<file path="src/rtl/program_seq_pkg.sv">
// rtl/program_seq_pkg.sv - shared types and helpers for the program sequencer
// Purpose: FSM state type, default widths and instruction-word split helper.
package program_seq_pkg;

    localparam int SEQ_ADDR_W   = 8;
    localparam int SEQ_OPCODE_W = 4;
    localparam int SEQ_INSTR_W  = SEQ_OPCODE_W + SEQ_ADDR_W;

    typedef enum logic [1:0] {
        IDLE    = 2'd0,
        FETCH   = 2'd1,
        CAPTURE = 2'd2,
        ISSUE   = 2'd3
    } seq_state_e;

    typedef struct packed {
        logic [SEQ_OPCODE_W-1:0] opcode;
        logic [SEQ_ADDR_W-1:0]   operand;
    } instr_t;

    // ROM word layout is {opcode, operand}.
    function automatic instr_t split_instr(input logic [SEQ_INSTR_W-1:0] word);
        instr_t r;
        r.opcode  = word[SEQ_INSTR_W-1 -: SEQ_OPCODE_W];
        r.operand = word[SEQ_ADDR_W-1:0];
        return r;
    endfunction

endpackage

</file>
<file path="src/rtl/program_sequencer_return_stack.sv">
// rtl/program_sequencer_return_stack.sv - LIFO of return addresses
// Purpose: DEPTH x W return stack for JMP/RTN.
// Ports: clk, rst_n (async active-low), push_i/din_i, pop_i, full_o, empty_o, top_o.
//  A push while full and a pop while empty are ignored; the caller flags the error.
module return_stack #(
    parameter int DEPTH = 4,
    parameter int W     = 8
) (
    input  logic         clk,
    input  logic         rst_n,
    input  logic         push_i,
    input  logic [W-1:0] din_i,
    input  logic         pop_i,
    output logic         full_o,
    output logic         empty_o,
    output logic [W-1:0] top_o
);

    localparam int PTR_W = $clog2(DEPTH);

    logic [W-1:0]     mem_q [DEPTH];
    logic [PTR_W:0]   cnt_q, cnt_d;
    logic [PTR_W-1:0] wr_ptr, top_ptr;

    assign full_o  = (cnt_q == (PTR_W+1)'(DEPTH));
    assign empty_o = (cnt_q == '0);
    assign wr_ptr  = cnt_q[PTR_W-1:0];
    // When full the low pointer bits wrap to 0, so minus one still lands on the last entry.
    assign top_ptr = wr_ptr - 1'b1;
    assign top_o   = mem_q[top_ptr];

    always_comb begin
        cnt_d = cnt_q;
        if (push_i && !full_o) begin
            cnt_d = cnt_q + 1'b1;
        end else if (pop_i && !empty_o) begin
            cnt_d = cnt_q - 1'b1;
        end
    end

    always_ff @(posedge clk or negedge rst_n) begin
        if (!rst_n) begin
            cnt_q <= '0;
        end else begin
            cnt_q <= cnt_d;
        end
    end

    // Entry storage needs no reset: nothing is readable until it has been pushed.
    always_ff @(posedge clk) begin
        if (push_i && !full_o) begin
            mem_q[wr_ptr] <= din_i;
        end
    end

endmodule

</file>
<file path="src/rtl/program_sequencer.sv">
// rtl/program_sequencer.sv - program counter and instruction fetch for the ICU
// Purpose: fetch {opcode, operand} words from ROM at pc, issue them to the ICU with a
//  valid/ready handshake, and advance pc by increment, JMP (with return push) or RTN.
// Ports: clk, rst_n; run; ROM side mem_read/mem_addr/mem_data; ICU side instr_valid,
//  icu_ready, opcode, operand, jmp_req, rtn_req; status pc, stack_err.
module program_sequencer
    import program_seq_pkg::*;
#(
    parameter int ADDR_W      = SEQ_ADDR_W,
    parameter int OPCODE_W    = SEQ_OPCODE_W,
    parameter int STACK_DEPTH = 4,
    parameter int INSTR_W     = OPCODE_W + ADDR_W
) (
    input  logic                clk,
    input  logic                rst_n,
    input  logic                run,
    output logic                mem_read,
    output logic [ADDR_W-1:0]   mem_addr,
    input  logic [INSTR_W-1:0]  mem_data,
    output logic                instr_valid,
    input  logic                icu_ready,
    output logic [OPCODE_W-1:0] opcode,
    output logic [ADDR_W-1:0]   operand,
    input  logic                jmp_req,
    input  logic                rtn_req,
    output logic [ADDR_W-1:0]   pc,
    output logic                stack_err
);

    seq_state_e          state_q, state_d;
    logic [ADDR_W-1:0]   pc_q, pc_d;
    logic [OPCODE_W-1:0] opcode_q;
    logic [ADDR_W-1:0]   operand_q;
    logic                err_q, err_d;
    instr_t              fields;

    logic                handshake;
    logic                push, pop;
    logic                stk_full, stk_empty;
    logic [ADDR_W-1:0]   stk_top;
    logic [ADDR_W-1:0]   pc_inc;

    assign fields    = split_instr(mem_data);
    assign handshake = (state_q == ISSUE) && icu_ready;
    assign pc_inc    = pc_q + 1'b1;
    // jmp_req has priority over rtn_req when both are raised.
    assign push      = handshake && jmp_req;
    assign pop       = handshake && !jmp_req && rtn_req;

    return_stack #(
        .DEPTH (STACK_DEPTH),
        .W     (ADDR_W)
    ) u_stack (
        .clk     (clk),
        .rst_n   (rst_n),
        .push_i  (push),
        .din_i   (pc_inc),
        .pop_i   (pop),
        .full_o  (stk_full),
        .empty_o (stk_empty),
        .top_o   (stk_top)
    );

    always_comb begin
        state_d = state_q;
        pc_d    = pc_q;
        err_d   = err_q;
        case (state_q)
            IDLE:    if (run) state_d = FETCH;
            FETCH:   state_d = CAPTURE;
            CAPTURE: state_d = ISSUE;
            ISSUE: begin
                if (handshake) begin
                    state_d = run ? FETCH : IDLE;
                    if (push) begin
                        pc_d = operand_q;
                        if (stk_full) err_d = 1'b1;
                    end else if (pop) begin
                        if (stk_empty) begin
                            pc_d  = '0;
                            err_d = 1'b1;
                        end else begin
                            pc_d = stk_top;
                        end
                    end else begin
                        pc_d = pc_inc;
                    end
                end
            end
            default: state_d = IDLE;
        endcase
    end

    always_ff @(posedge clk or negedge rst_n) begin
        if (!rst_n) begin
            state_q   <= IDLE;
            pc_q      <= '0;
            opcode_q  <= '0;
            operand_q <= '0;
            err_q     <= 1'b0;
        end else begin
            state_q <= state_d;
            pc_q    <= pc_d;
            err_q   <= err_d;
            if (state_q == CAPTURE) begin
                opcode_q  <= fields.opcode;
                operand_q <= fields.operand;
            end
        end
    end

    // Strobe drops in IDLE and ISSUE so every fetch gives the ROM a fresh rising edge.
    assign mem_read    = (state_q == FETCH) || (state_q == CAPTURE);
    assign mem_addr    = mem_read ? pc_q : '0;
    assign instr_valid = (state_q == ISSUE);
    assign opcode      = opcode_q;
    assign operand     = operand_q;
    assign pc          = pc_q;
    assign stack_err   = err_q;

endmodule
</file>
<file path="config.mk">
export PLATFORM = sky130hd
export DESIGN_NAME = program_sequencer
export DESIGN_NICKNAME = d
export VERILOG_FILES = /design/src/rtl/program_seq_pkg.sv /design/src/rtl/program_sequencer_return_stack.sv /design/src/rtl/program_sequencer.sv
export SDC_FILE = /design/constraint.sdc
export NUM_CORES = 1
export LEC_CHECK = 0
export CORE_AREA = 2 2 86 88
export DETAILED_ROUTE_END_ITERATION = 8
export DIE_AREA = 0 0 88 90
export PLACE_DENSITY = 0.63
export SETUP_SLACK_MARGIN = 0.3
export SYNTH_ARGS = -nofsm -noshare
export SYNTH_HDL_FRONTEND = slang
export SYNTH_SLANG_ARGS = --single-unit
export TNS_END_PERCENT = 50
</file>
<file path="constraint.sdc">
create_clock -name clk -period 4.8 [get_ports clk]
set_input_delay 0.96 -clock clk [delete_from_list [all_inputs] [get_ports clk]]
set_output_delay 0.96 -clock clk [all_outputs]
set_load 0.1 [all_outputs]
</file>
==> impl_metrics.py <==
metrics = {
    "worst_setup_path": {
        "rr_endpoint": "u_stack.cnt_q[2]",
        "critical_path_class": "flop to output port",
        "arrival_ns": 2.61,
        "r2r_start": "u_stack.cnt_q[0]",
        "reg2reg_slack_ns": 2.39,
        "worst_setup_path_end_kind": "output port",
        "crit_required_ns": 3.84,
        "crit_path_start_kind": "flop",
        "reg2reg_depth": 7,
        "path_max_fanout": 10,
    },
    "clocking": {
        "cts_buffer_depth": 2,
        "numCtsBuffers": 9,
        "insertion_delay_ns": 0.33,
        "cts_resized": 0,
        "cts-htree-levels": 3,
        "cts_tree": "done",
        "cts_setup_buffers": 0,
        "cts_sinks": 58,
        "clk_pin_slew_ns": 0.07,
        "hold_buffers": 0,
        "cts_root_buf": "clkbuf_8",
    },
    "outcome": {
        "status": "finished, final reports clean",
    },
    "timing": {
        "setup_viol_count_final": 0,
        "fmax_mhz": 280,
        "final.setup.tns_ns": 0,
        "fin_crit_sh_pct": 74.3,
        "hold_viol": 0,
        "hold_slack_ns": 0.468,
        "finalCriticalPeriod_ns": 3.57,
        "grt_setup_unrepaired": "false",
        "clock-skew-final_ns": 0.00478,
        "finalMaxSlewViolations": 0,
        "tightestPinTransition_ns": 1.00,
        "slew_headroom_pct": 33.1,
    },
    "placement": {
        "globalplace.congestion": 0.766,
        "io_buffers": 48,
        "hpwl_um": 3990,
    },
    "drt": {
        "vias_per_cell": 5.12,
        "drt_wl_total_um": 5990,
        "drt-pass1-iter-count": 4,
        "drc": 0,
        "drtIter0Drc": 83,
        "ant_nets": 0,
        "vias": 1818,
        "routedWlPerCell_um": 16.9,
    },
    "logic_synthesis": {
        "synth_top_family_by_area": "multiplexers",
        "postSynthCellCount": 198,
        "yosysTopAreaCell": "edfxtp_1",
        "syn_area_mm2": 0.00273,
        "synthArstFlopShare_pct": 44.8,
        "synth_area_leaders": "edfxtp_1 35%, dfrtp_1 24%, mux2_2 5.4%",
        "synth_area_per_cell_um2": 13.8,
        "synthMuxAreaShare_pct": 13.1,
        "yosys.area_share.xor_xnor_pct": 2.57,
        "synth_cell_type_count": 40,
        "synth_edf_count": 32,
        "synth.most_common_cell": "edfxtp_1",
        "synth_fp_nets": 225,
        "yosysWarnings": 0,
        "synth_compound_area_share_pct": 7.34,
        "synthSimpleGateAreaFrac_pct": 10.2,
        "synth-seq-area-share_pct": 59.1,
        "netlist_top_cells_count": "32 x edfxtp_1, 26 x dfrtp_1, 13 x mux2_2",
        "synthFlopType": "edfxtp_1",
        "ys_ff_latch": 58,
        "synth_adder_area_share_pct": 4.13,
        "synth_top_area_share_pct": 35.2,
    },
    "grt": {
        "gr-usage-met3_pct": 2.94,
        "grt-busiest-layer": "met2",
        "grt_pass1_wl_um": 9500,
        "grt_usage_pct": 16.2,
        "grt_pass1_vias": 1782,
        "grt_max_degree": 27,
        "antenna_found_initial": 0,
        "grtUsageMet2_pct": 24.2,
        "grt_util_met1_pct": 22.1,
        "grt-ovfl-total": 0,
    },
    "die": {
        "die_h_um": 90,
        "start_util_pct": 38.9,
        "die_area_mm2": 0.00792,
        "design.core.area_mm2": 0.00702,
        "die-width_um": 88,
        "rows": 31,
        "boundaryPins": 49,
    },
    "flow_run": {
        "cap_violations": 0,
    },
    "min_path": {
        "min_path_type": "flop to flop",
        "hp-start": "stack_err",
        "hold_depth": 1,
        "hold_end": "stack_err",
    },
    "finish": {
        "area_growth_pct": 27.3,
        "nets": 278,
        "antennaDiodeCount": 0,
        "final_core_util_pct": 49.5,
        "drive_gt1_share_pct": 14.1,
    },
}
[per-stage QoR]
step / cell area (um^2) / worst slack (ns) / instances
6_report: 3470 / 1.23 / 355
5_1_grt: 3470 / 1.08 / 355
4_1_cts: 3470 / 1.19 / 355
3_5_place_dp: 3300 / 1.56 / 339
3_3_place_gp: 3300 / 1.60 / 339
2_1_floorplan: 2730 / 1.60 / 198
[final cells by class]
cell class / count / area [um^2]
inverter: 14 / 52.6
tap: 99 / 124
sequential: 58 / 1610
timing repair buffer: 50 / 495
clock inverter: 5 / 30.0
clock buffer: 11 / 141
fill: 625 / 3550
multi-input combinational: 118 / 1020
[registers in the layout, indices dropped and copies added (netlist names)]
register       count
u_stack.cnt_q      3
opcode             4
stack_err          1
u_stack.mem_q     32
pc                 8
state_q            2
operand            8
[kinds of logic (layout without fill, tap and decap cells)]
group	Yosys count	count (layout)
DFF	58	58
muxes	22	22
adders and majority gates	9	9
AOI/OAI and AO/OA	29	29
buffers and inverters	22	80
and+or+nand+nor	50	50
xor gates and xnor gates	8	8
[cells in the final DEF, fill, tap and decap left out, types with 2 or more instances in the layout]
| cell type | Yosys | routed |
|---|---|---|
| inv_1 | 11 | 11 |
| ha_1 | 9 | 9 |
| o22ai_1 | 6 | 6 |
| xnor2_1 | 6 | 6 |
| nand3_1 | 8 | 8 |
| buf_4 | 1 | 2 |
| clkbuf_8 | 0 | 10 |
| clkinv_1 | 3 | 3 |
| mux4_1 | 5 | 5 |
| and2_1 | 12 | 12 |
| clkdlybuf4s50_1 | 0 | 48 |
| clkinv_2 | 0 | 3 |
| edfxtp_1 | 32 | 32 |
| nand2_1 | 10 | 10 |
| mux4_2 | 3 | 3 |
| a31o_1 | 3 | 3 |
| nand4_1 | 2 | 2 |
| nor2_1 | 7 | 7 |
| and3_1 | 4 | 4 |
| clkinvlp_4 | 0 | 2 |
| a21oi_1 | 6 | 6 |
| o21ai_0 | 3 | 3 |
| xor2_1 | 2 | 2 |
| o221ai_1 | 2 | 2 |
| nand2b_1 | 4 | 4 |
| dfrtp_1 | 26 | 26 |
| mux2_2 | 13 | 13 |
[worst max-delay path: stages, from the launching register on]
cell             delay [ns]
dfrtp_1                0.39
inv_1                  0.09
ha_1                   0.48
and2_1                 0.18
clkdlybuf4s50_1        1.13
[how the worst max path moves through the flow]
stage	cells after the start	from	end	slack, ns
floorplan	3	state_q[0]	mem_addr[0]	1.60
global placement	4	state_q[1]	mem_addr[3]	1.60
detailed placement	4	state_q[0]	mem_addr[3]	1.56
global route	4	state_q[0]	mem_addr[3]	1.08
finish	4	state_q[0]	mem_addr[3]	1.23
CTS	4	state_q[1]	mem_addr[3]	1.19
[metal layers]
layer,part of all wire [%],up-vias
li1,-,845
met1,44,899
met2,48,61
met3,4.8,13
met4,2.6,0
met5,0,-
Power is not shown: default switching activity piles up to over one toggle a cycle in this logic, so the estimate is an artifact.
